<file path="config.mk">
export PLATFORM = sky130hd
export DESIGN_NAME = traffic_phase_ctrl_flat
export DESIGN_NICKNAME = d
export VERILOG_FILES = /design/src/rtl/traffic_phase_ctrl_pkg.sv /design/src/rtl/traffic_phase_ctrl_if.sv /design/src/rtl/traffic_phase_ctrl_phase_timer.sv /design/src/rtl/traffic_phase_ctrl.sv /design/src/flat_wrapper.sv
export SDC_FILE = /design/constraint.sdc
export NUM_CORES = 1
export LEC_CHECK = 0
export ABC_AREA = 1
export CORE_MARGIN = 1
export CORE_UTILIZATION = 45
export DETAILED_ROUTE_END_ITERATION = 10
export PLACE_DENSITY = 0.66
export SETUP_SLACK_MARGIN = 0.02
export SLEW_MARGIN = 25
export SYNTH_ARGS = -nofsm -noshare
export SYNTH_HDL_FRONTEND = slang
export SYNTH_SLANG_ARGS = --single-unit
export TNS_END_PERCENT = 30
</file>
<file path="constraint.sdc">
create_clock -name clock -period 2.1 [get_ports clock]
set_input_delay 0.525 -clock clock [delete_from_list [all_inputs] [get_ports clock]]
set_output_delay 0.525 -clock clock [all_outputs]
set_load 0.03 [all_outputs]
</file>
<file path="src/rtl/traffic_phase_ctrl_pkg.sv">
// Shared state encoding and default timing for the traffic phase controller.
package traffic_pkg;
  typedef enum logic [1:0] {
    ST_GREEN  = 2'd0,
    ST_YELLOW = 2'd1,
    ST_ALLRED = 2'd2,
    ST_FLASH  = 2'd3
  } state_t;

  localparam int DEF_N_APPR   = 2;
  localparam int DEF_CNT_W    = 8;
  localparam int DEF_GREEN_T  = 20;
  localparam int DEF_YELLOW_T = 4;
  localparam int DEF_ALLRED_T = 2;
  localparam int DEF_PED_T    = 10;

  function automatic int imax(input int a, input int b);
    return (a > b) ? a : b;
  endfunction
endpackage

</file>
<file path="src/rtl/traffic_phase_ctrl_if.sv">
// Control inputs and lamp/status outputs of the traffic phase controller.
interface traffic_phase_ctrl_if
  import traffic_pkg::*;
#(
  parameter int N_APPR = DEF_N_APPR,
  parameter int AW     = (N_APPR > 1) ? $clog2(N_APPR) : 1
);
  logic              tick;
  logic [N_APPR-1:0] ped_req;
  logic              hold;
  logic              night_mode;
  logic [N_APPR-1:0] green;
  logic [N_APPR-1:0] yellow;
  logic [N_APPR-1:0] red;
  logic [N_APPR-1:0] walk;
  logic [AW-1:0]     cur_appr;
  state_t            state;

  modport master (
    output tick, ped_req, hold, night_mode,
    input  green, yellow, red, walk, cur_appr, state
  );
  modport slave (
    input  tick, ped_req, hold, night_mode,
    output green, yellow, red, walk, cur_appr, state
  );
endinterface

</file>
<file path="src/rtl/traffic_phase_ctrl_phase_timer.sv">
// Tick-driven down-counter: load wins over count, saturates at zero.
module phase_timer #(
  parameter int               CNT_W   = 8,
  parameter logic [CNT_W-1:0] RST_VAL = '0
) (
  input  logic             clock,
  input  logic             reset,
  input  logic             tick,
  input  logic             freeze,
  input  logic             load,
  input  logic [CNT_W-1:0] load_val,
  output logic             zero
);
  logic [CNT_W-1:0] cnt;

  always_ff @(posedge clock or posedge reset) begin
    if (reset)                              cnt <= RST_VAL;
    else if (load)                          cnt <= load_val;
    else if (tick && !freeze && cnt != '0)  cnt <= cnt - 1'b1;
  end

  assign zero = (cnt == '0);
endmodule

</file>
<file path="src/rtl/traffic_phase_ctrl.sv">
// Round-robin traffic phase controller with latched pedestrian service.
// Optional night flash mode enabled by defining NIGHT_FLASH_EN.
module traffic_phase_ctrl
  import traffic_pkg::*;
#(
  parameter int N_APPR   = DEF_N_APPR,
  parameter int CNT_W    = DEF_CNT_W,
  parameter int GREEN_T  = DEF_GREEN_T,
  parameter int YELLOW_T = DEF_YELLOW_T,
  parameter int ALLRED_T = DEF_ALLRED_T,
  parameter int PED_T    = DEF_PED_T
) (
  input  logic                 clock,
  input  logic                 reset,
  traffic_phase_ctrl_if.slave  bus
);
  localparam int AW        = (N_APPR > 1) ? $clog2(N_APPR) : 1;
  localparam int GREEN_LEN = imax(GREEN_T, PED_T);

  state_t            state_q, state_n;
  logic [AW-1:0]     cur_q, cur_n;
  logic              first_q, first_n;
  logic [N_APPR-1:0] lat_q, lat_n, clr;
  logic [N_APPR-1:0] green_q, yellow_q, red_q, walk_q;
  logic [N_APPR-1:0] green_n, yellow_n, red_n, walk_n, flash_n, oh_n;
  logic              ph_load, ph_zero, ph_freeze, ph_fire, wk_load, wk_zero;
  logic [CNT_W-1:0]  ph_val;

  // hold only stretches green; yellow and all-red always run on tick
  assign ph_freeze = bus.hold && (state_q == ST_GREEN);
  assign ph_fire   = bus.tick && ph_zero && !ph_freeze;

  phase_timer #(.CNT_W(CNT_W), .RST_VAL(CNT_W'(ALLRED_T-1))) u_phase (
    .clock(clock), .reset(reset), .tick(bus.tick), .freeze(ph_freeze),
    .load(ph_load), .load_val(ph_val), .zero(ph_zero)
  );

  phase_timer #(.CNT_W(CNT_W), .RST_VAL('0)) u_walk (
    .clock(clock), .reset(reset), .tick(bus.tick), .freeze(bus.hold),
    .load(wk_load), .load_val(CNT_W'(PED_T-1)), .zero(wk_zero)
  );

`ifndef NIGHT_FLASH_EN
  logic unused_night;
  assign unused_night = bus.night_mode;
`endif

  always_comb begin
    state_n = state_q;
    cur_n   = cur_q;
    first_n = first_q;
    ph_load = 1'b0;
    ph_val  = CNT_W'(ALLRED_T-1);
    wk_load = 1'b0;
    clr     = '0;
    flash_n = yellow_q;
    case (state_q)
      ST_ALLRED: if (ph_fire) begin
`ifdef NIGHT_FLASH_EN
        if (bus.night_mode) begin
          state_n = ST_FLASH;
          flash_n = '1;
        end else begin
`else
        begin
`endif
          state_n = ST_GREEN;
          // cur_appr reads 0 out of reset, yet the first green must still be approach 0
          cur_n   = (first_q || cur_q == AW'(N_APPR-1)) ? '0 : cur_q + AW'(1);
          first_n = 1'b0;
          ph_load = 1'b1;
          if (lat_q[cur_n]) begin
            wk_load    = 1'b1;
            clr[cur_n] = 1'b1;
            ph_val     = CNT_W'(GREEN_LEN-1);
          end else begin
            ph_val     = CNT_W'(GREEN_T-1);
          end
        end
      end
      ST_GREEN: if (ph_fire) begin
        state_n = ST_YELLOW;
        ph_load = 1'b1;
        ph_val  = CNT_W'(YELLOW_T-1);
      end
      ST_YELLOW: if (ph_fire) begin
        state_n = ST_ALLRED;
        ph_load = 1'b1;
      end
      default: begin
`ifdef NIGHT_FLASH_EN
        if (bus.tick) begin
          if (!bus.night_mode) begin
            state_n = ST_ALLRED;
            cur_n   = AW'(N_APPR-1);
            ph_load = 1'b1;
          end else begin
            flash_n = ~yellow_q;
          end
        end
`else
        state_n = ST_ALLRED;
        ph_load = 1'b1;
`endif
      end
    endcase

    oh_n     = N_APPR'(1) << cur_n;
    green_n  = (state_n == ST_GREEN) ? oh_n : '0;
    yellow_n = (state_n == ST_YELLOW) ? oh_n : (state_n == ST_FLASH) ? flash_n : '0;
    red_n    = (state_n == ST_GREEN || state_n == ST_YELLOW) ? ~oh_n :
               (state_n == ST_ALLRED) ? '1 : '0;
    if (state_n != ST_GREEN)                     walk_n = '0;
    else if (wk_load)                            walk_n = oh_n;
    else if (bus.tick && !bus.hold && wk_zero)   walk_n = '0;
    else                                         walk_n = walk_q;

    // a new request in the serving cycle re-arms the latch
    lat_n = (lat_q & ~clr) | bus.ped_req;
  end

  always_ff @(posedge clock or posedge reset) begin
    if (reset) begin
      state_q  <= ST_ALLRED;
      cur_q    <= '0;
      first_q  <= 1'b1;
      lat_q    <= '0;
      green_q  <= '0;
      yellow_q <= '0;
      red_q    <= '1;
      walk_q   <= '0;
    end else begin
      state_q  <= state_n;
      cur_q    <= cur_n;
      first_q  <= first_n;
      lat_q    <= lat_n;
      green_q  <= green_n;
      yellow_q <= yellow_n;
      red_q    <= red_n;
      walk_q   <= walk_n;
    end
  end

  assign bus.green    = green_q;
  assign bus.yellow   = yellow_q;
  assign bus.red      = red_q;
  assign bus.walk     = walk_q;
  assign bus.cur_appr = cur_q;
  assign bus.state    = state_q;
endmodule

</file>
<file path="src/flat_wrapper.sv">
// flat-port wrapper written by rule: the top's interface ports become plain ports
module traffic_phase_ctrl_flat import traffic_pkg::*;
#(
  parameter int N_APPR   = DEF_N_APPR,
  parameter int CNT_W    = DEF_CNT_W,
  parameter int GREEN_T  = DEF_GREEN_T,
  parameter int YELLOW_T = DEF_YELLOW_T,
  parameter int ALLRED_T = DEF_ALLRED_T,
  parameter int PED_T    = DEF_PED_T
)
  (clock, reset, bus_tick, bus_ped_req, bus_hold, bus_night_mode, bus_green, bus_yellow, bus_red, bus_walk, bus_cur_appr, bus_state);
  traffic_phase_ctrl_if #(.N_APPR(N_APPR)) bus_i ();
  input  logic clock;
  input  logic reset;
  input wire logic [$bits(bus_i.tick)-1:0] bus_tick;
  input wire logic [$bits(bus_i.ped_req)-1:0] bus_ped_req;
  input wire logic [$bits(bus_i.hold)-1:0] bus_hold;
  input wire logic [$bits(bus_i.night_mode)-1:0] bus_night_mode;
  output wire logic [$bits(bus_i.green)-1:0] bus_green;
  output wire logic [$bits(bus_i.yellow)-1:0] bus_yellow;
  output wire logic [$bits(bus_i.red)-1:0] bus_red;
  output wire logic [$bits(bus_i.walk)-1:0] bus_walk;
  output wire logic [$bits(bus_i.cur_appr)-1:0] bus_cur_appr;
  output wire logic [$bits(bus_i.state)-1:0] bus_state;
  assign bus_i.tick = bus_tick;
  assign bus_i.ped_req = bus_ped_req;
  assign bus_i.hold = bus_hold;
  assign bus_i.night_mode = bus_night_mode;
  assign bus_green = bus_i.green;
  assign bus_yellow = bus_i.yellow;
  assign bus_red = bus_i.red;
  assign bus_walk = bus_i.walk;
  assign bus_cur_appr = bus_i.cur_appr;
  assign bus_state = bus_i.state;
  traffic_phase_ctrl #(.N_APPR(N_APPR), .CNT_W(CNT_W), .GREEN_T(GREEN_T), .YELLOW_T(YELLOW_T), .ALLRED_T(ALLRED_T), .PED_T(PED_T)) u_core (.clock(clock), .reset(reset), .bus(bus_i));
endmodule
</file>
==> impl_metrics.env <==
export IMPL_status="finished, final reports clean"
export IMPL_worstRegToRegCells=9
export IMPL_seq_area_frac_synth=0.496
export IMPL_r2r_end="u_core.u_phase.cnt[2]"
export IMPL_path_buf_inv=1
export IMPL_yosysMostFrequentCell="nand2_1"
export IMPL_max_slew_margin=0.759
export IMPL_row_count=20
export IMPL_grt_first_pass_wirelength_um=4620
export IMPL_pin_count=18
export IMPL_min_from="u_core.first_q"
export IMPL_max_stage_delay_ps=660
export IMPL_setup_viol=0
export IMPL_top_usage_layer="met2"
export IMPL_seqCellArea_um2=757
export IMPL_end_kind="output pin"
export IMPL_n_fill_cell=289
export IMPL_r2r_start="u_core.u_phase.cnt[0]"
export IMPL_finalSetupTns_ps=0
export IMPL_cpMaxStageDelayCell="clkdlybuf4s50_1"
export IMPL_drtAntennaViolNets=0
export IMPL_core_um2=3130
export IMPL_cts_made_buffers=5
export IMPL_post_route_period_util=0.972
export IMPL_cts_htree_levels=2
export IMPL_use_met1=0.208
export IMPL_grtUsageMet2=0.279
export IMPL_netlist_area_um2=1530
export IMPL_multi_input_area_um2=648
export IMPL_syn2layout_area_growth_pct=20.1
export IMPL_dpl_hpwl_um=2080
export IMPL_fmaxAchievable_ghz=0.490
export IMPL_drt_wirelength_per_cell_um=10.4
export IMPL_grt_pass1_vias=1184
export IMPL_timing_final_max_slew_violations=0
export IMPL_crit_type="reg -> out"
export IMPL_clk_latency_ps=330
export IMPL_postSynthAreaPerCell_um2=8.29
export IMPL_vias=1200
export IMPL_pwr_share_comb=0.404
export IMPL_p_clk_frac=0.166
export IMPL_root_buffer="clkbuf_4"
export IMPL_dr_pass1_iters=4
export IMPL_cts_num_sinks=30
export IMPL_drive_above_1_share=0.132
export IMPL_fin_skew_ps=5.66
export IMPL_gr_usage_met3=0.0606
export IMPL_worst_hold_path_type="reg -> reg"
export IMPL_dieArea_um2=3630
export IMPL_p_total_mw=2.15
export IMPL_swShare=0.402
export IMPL_whs_endpoint="u_core.first_q"
export IMPL_peakVddDrop_v=0.000643
export IMPL_routed_wl_um=2680
export IMPL_ys_flop_type="dfrtp_1"
export IMPL_initial_core_util=0.488
export IMPL_crit_arrival_ps=1520
export IMPL_synth_async_sr_flop_share=1.00
export IMPL_cts_hold_buffers_added=0
export IMPL_die_height_um=60.2
export IMPL_diodes=0
export IMPL_cellPowerDensity_nw_per_um2=1170
export IMPL_hold_depth=2
export IMPL_fin_nets=222
export IMPL_path_max_fanout=1
export IMPL_routabilityCongestion=0.905
export IMPL_grt_max_degree=31
export IMPL_die_w_um=60.2
export IMPL_max_cap_violations=0
export IMPL_synthesis_nets=195
export IMPL_p_sw_mw=0.862
export IMPL_rsz0062_at_grt="yes"
export IMPL_cts_tree="built"
export IMPL_p_leak_nw=0.962
export IMPL_yosysTopAreaCell="dfrtp_1"
export IMPL_ys_ff_latch=30
export IMPL_gr_total_overflow=0
export IMPL_clk_path_buf_depth=2
export IMPL_synth_cell_types=27
export IMPL_path_cells="clkdlybuf4s50_1"
export IMPL_clkTransAtPathRegs_ps=90
export IMPL_synth_area_top_cells="dfrtp_1 (41%), nand2_1 (9.8%), dfstp_2 (8.6%)"
export IMPL_synth_cells=184
export IMPL_port_buffers=16
export IMPL_viasPerCell=4.69
export IMPL_seqPwrFrac=0.430
export IMPL_crit_required_ps=1570
export IMPL_finalCriticalPeriod_ps=2040
export IMPL_synth_top_area_frac=0.410
export IMPL_r2r_setup_slack_ps=470
export IMPL_synthTopCellsByCount="nand2_1 (40), inv_1 (30), dfrtp_1 (25), nor2_1 (22), nand3_1 (14)"
export IMPL_synth_edf_count=0
export IMPL_worst_pin_slew_ps=361
export IMPL_antenna_found_initial=0
export IMPL_startpoint_type="flop"
export IMPL_drt_iter0_drc=63
export IMPL_intPower_mw=1.28
export IMPL_critPathTopFamily="buffers and inverters"
export IMPL_finalHoldViolations=0
export IMPL_drc=0
export IMPL_yosysWarningCount=0
export IMPL_grt_use_total=0.176
## state kept, by name, indices dropped and copies added (netlist names)
| name | count |
|---|---|
| u_core.first_q | 1 |
| u_core.bus.green | 2 |
| u_core.bus.state | 2 |
| u_core.lat_q | 2 |
| u_core.bus.red | 2 |
| u_core.bus.cur_appr | 1 |
| u_core.u_phase.cnt | 8 |
| u_core.bus.walk | 2 |
| u_core.u_walk.cnt | 8 |
| u_core.bus.yellow | 2 |
## final cells by class
type | count | area share
sequential | 30 | 0.413
clock buffer | 7 | 0.0301
timing repair buffer | 20 | 0.105
clock inverter | 1 | 0.00273
inverter | 32 | 0.0656
multi-input combinational | 122 | 0.354
tap | 44 | 0.0301
## kinds of logic after synthesis
family,count (synthesis),synth area share
XOR/XNOR,5,0.0287
flip-flops,30,0.496
AND/OR/NAND/NOR,91,0.275
adder cells (fa/ha/maj),4,0.0328
AO/OA/AOI/OAI,22,0.0886
buffers and inverters,32,0.0788
## stage by stage
step            util  hold WS, ps  instances  instance area, µm²  setup slack (ps)
6_report       0.586          457        256                1830              59.5
5_1_grt        0.586          487        256                1830              18.6
4_1_cts        0.585          457        256                1830              36.5
3_5_place_dp   0.566          442        248                1770              48.0
3_3_place_gp   0.566          440        248                1770              75.4
2_1_floorplan      -          431        184                1530               557
## cells in the final DEF, fill, tap and decap left out, types with 2 or more instances in the layout
| master | Yosys | final |
|---|---|---|
| nand3_1 | 14 | 14 |
| nor2_1 | 22 | 22 |
| xor2_1 | 4 | 4 |
| buf_4 | 0 | 4 |
| nand2_1 | 40 | 40 |
| ha_1 | 4 | 4 |
| o21ai_0 | 10 | 10 |
| dfstp_2 | 5 | 5 |
| nand3b_1 | 2 | 2 |
| nor2_4 | 2 | 2 |
| dfrtp_1 | 25 | 25 |
| clkbuf_4 | 0 | 5 |
| o21bai_1 | 2 | 2 |
| inv_2 | 2 | 2 |
| inv_1 | 30 | 30 |
| clkdlybuf4s50_1 | 0 | 14 |
| nor2_2 | 2 | 2 |
| a21oi_1 | 5 | 5 |
| nor3_1 | 4 | 4 |
## timing repair
item                                    CTS  global route
setup buffers                             0             0
endpoints found under the setup margin    1             3
pin swaps                                 0             0
resized for setup                         1             1
## worst max-delay path by stage
stage                                     start                   to  slack [ps]  cells after the start
final                         u_core.bus.red[1]           bus_red[1]          60                      1
after global routing          u_core.bus.red[1]           bus_red[1]          20                      1
after CTS                     u_core.bus.red[1]           bus_red[1]          40                      1
after detailed placement               bus_tick  u_core.bus.green[1]          50                     10
after global placement                 bus_hold   u_core.bus.walk[0]          80                     12
after floorplan           u_core.u_phase.cnt[0]   u_core.bus.walk[0]         560                     12
## layer usage
layer | wire [µm] | part of all wire | up-vias
li1 | - | - | 630
met1 | 1250 | 0.47 | 548
met2 | 1280 | 0.48 | 16
met3 | 95 | 0.036 | 6
met4 | 50 | 0.019 | 0
met5 | 0 | 0 | -
## power groups by stage
stage | Combinational [mW] | Sequential (mW) | Clock [mW]
floorplan | 0.543 | 1.01 | 0
global route | 0.986 | 0.945 | 0.400
CTS | 0.879 | 0.925 | 0.368
detailed placement | 0.878 | 0.936 | 0
global placement | 0.854 | 0.927 | 0
finish | 0.867 | 0.923 | 0.356
Note: power is estimated with default switching activity, not from simulation.
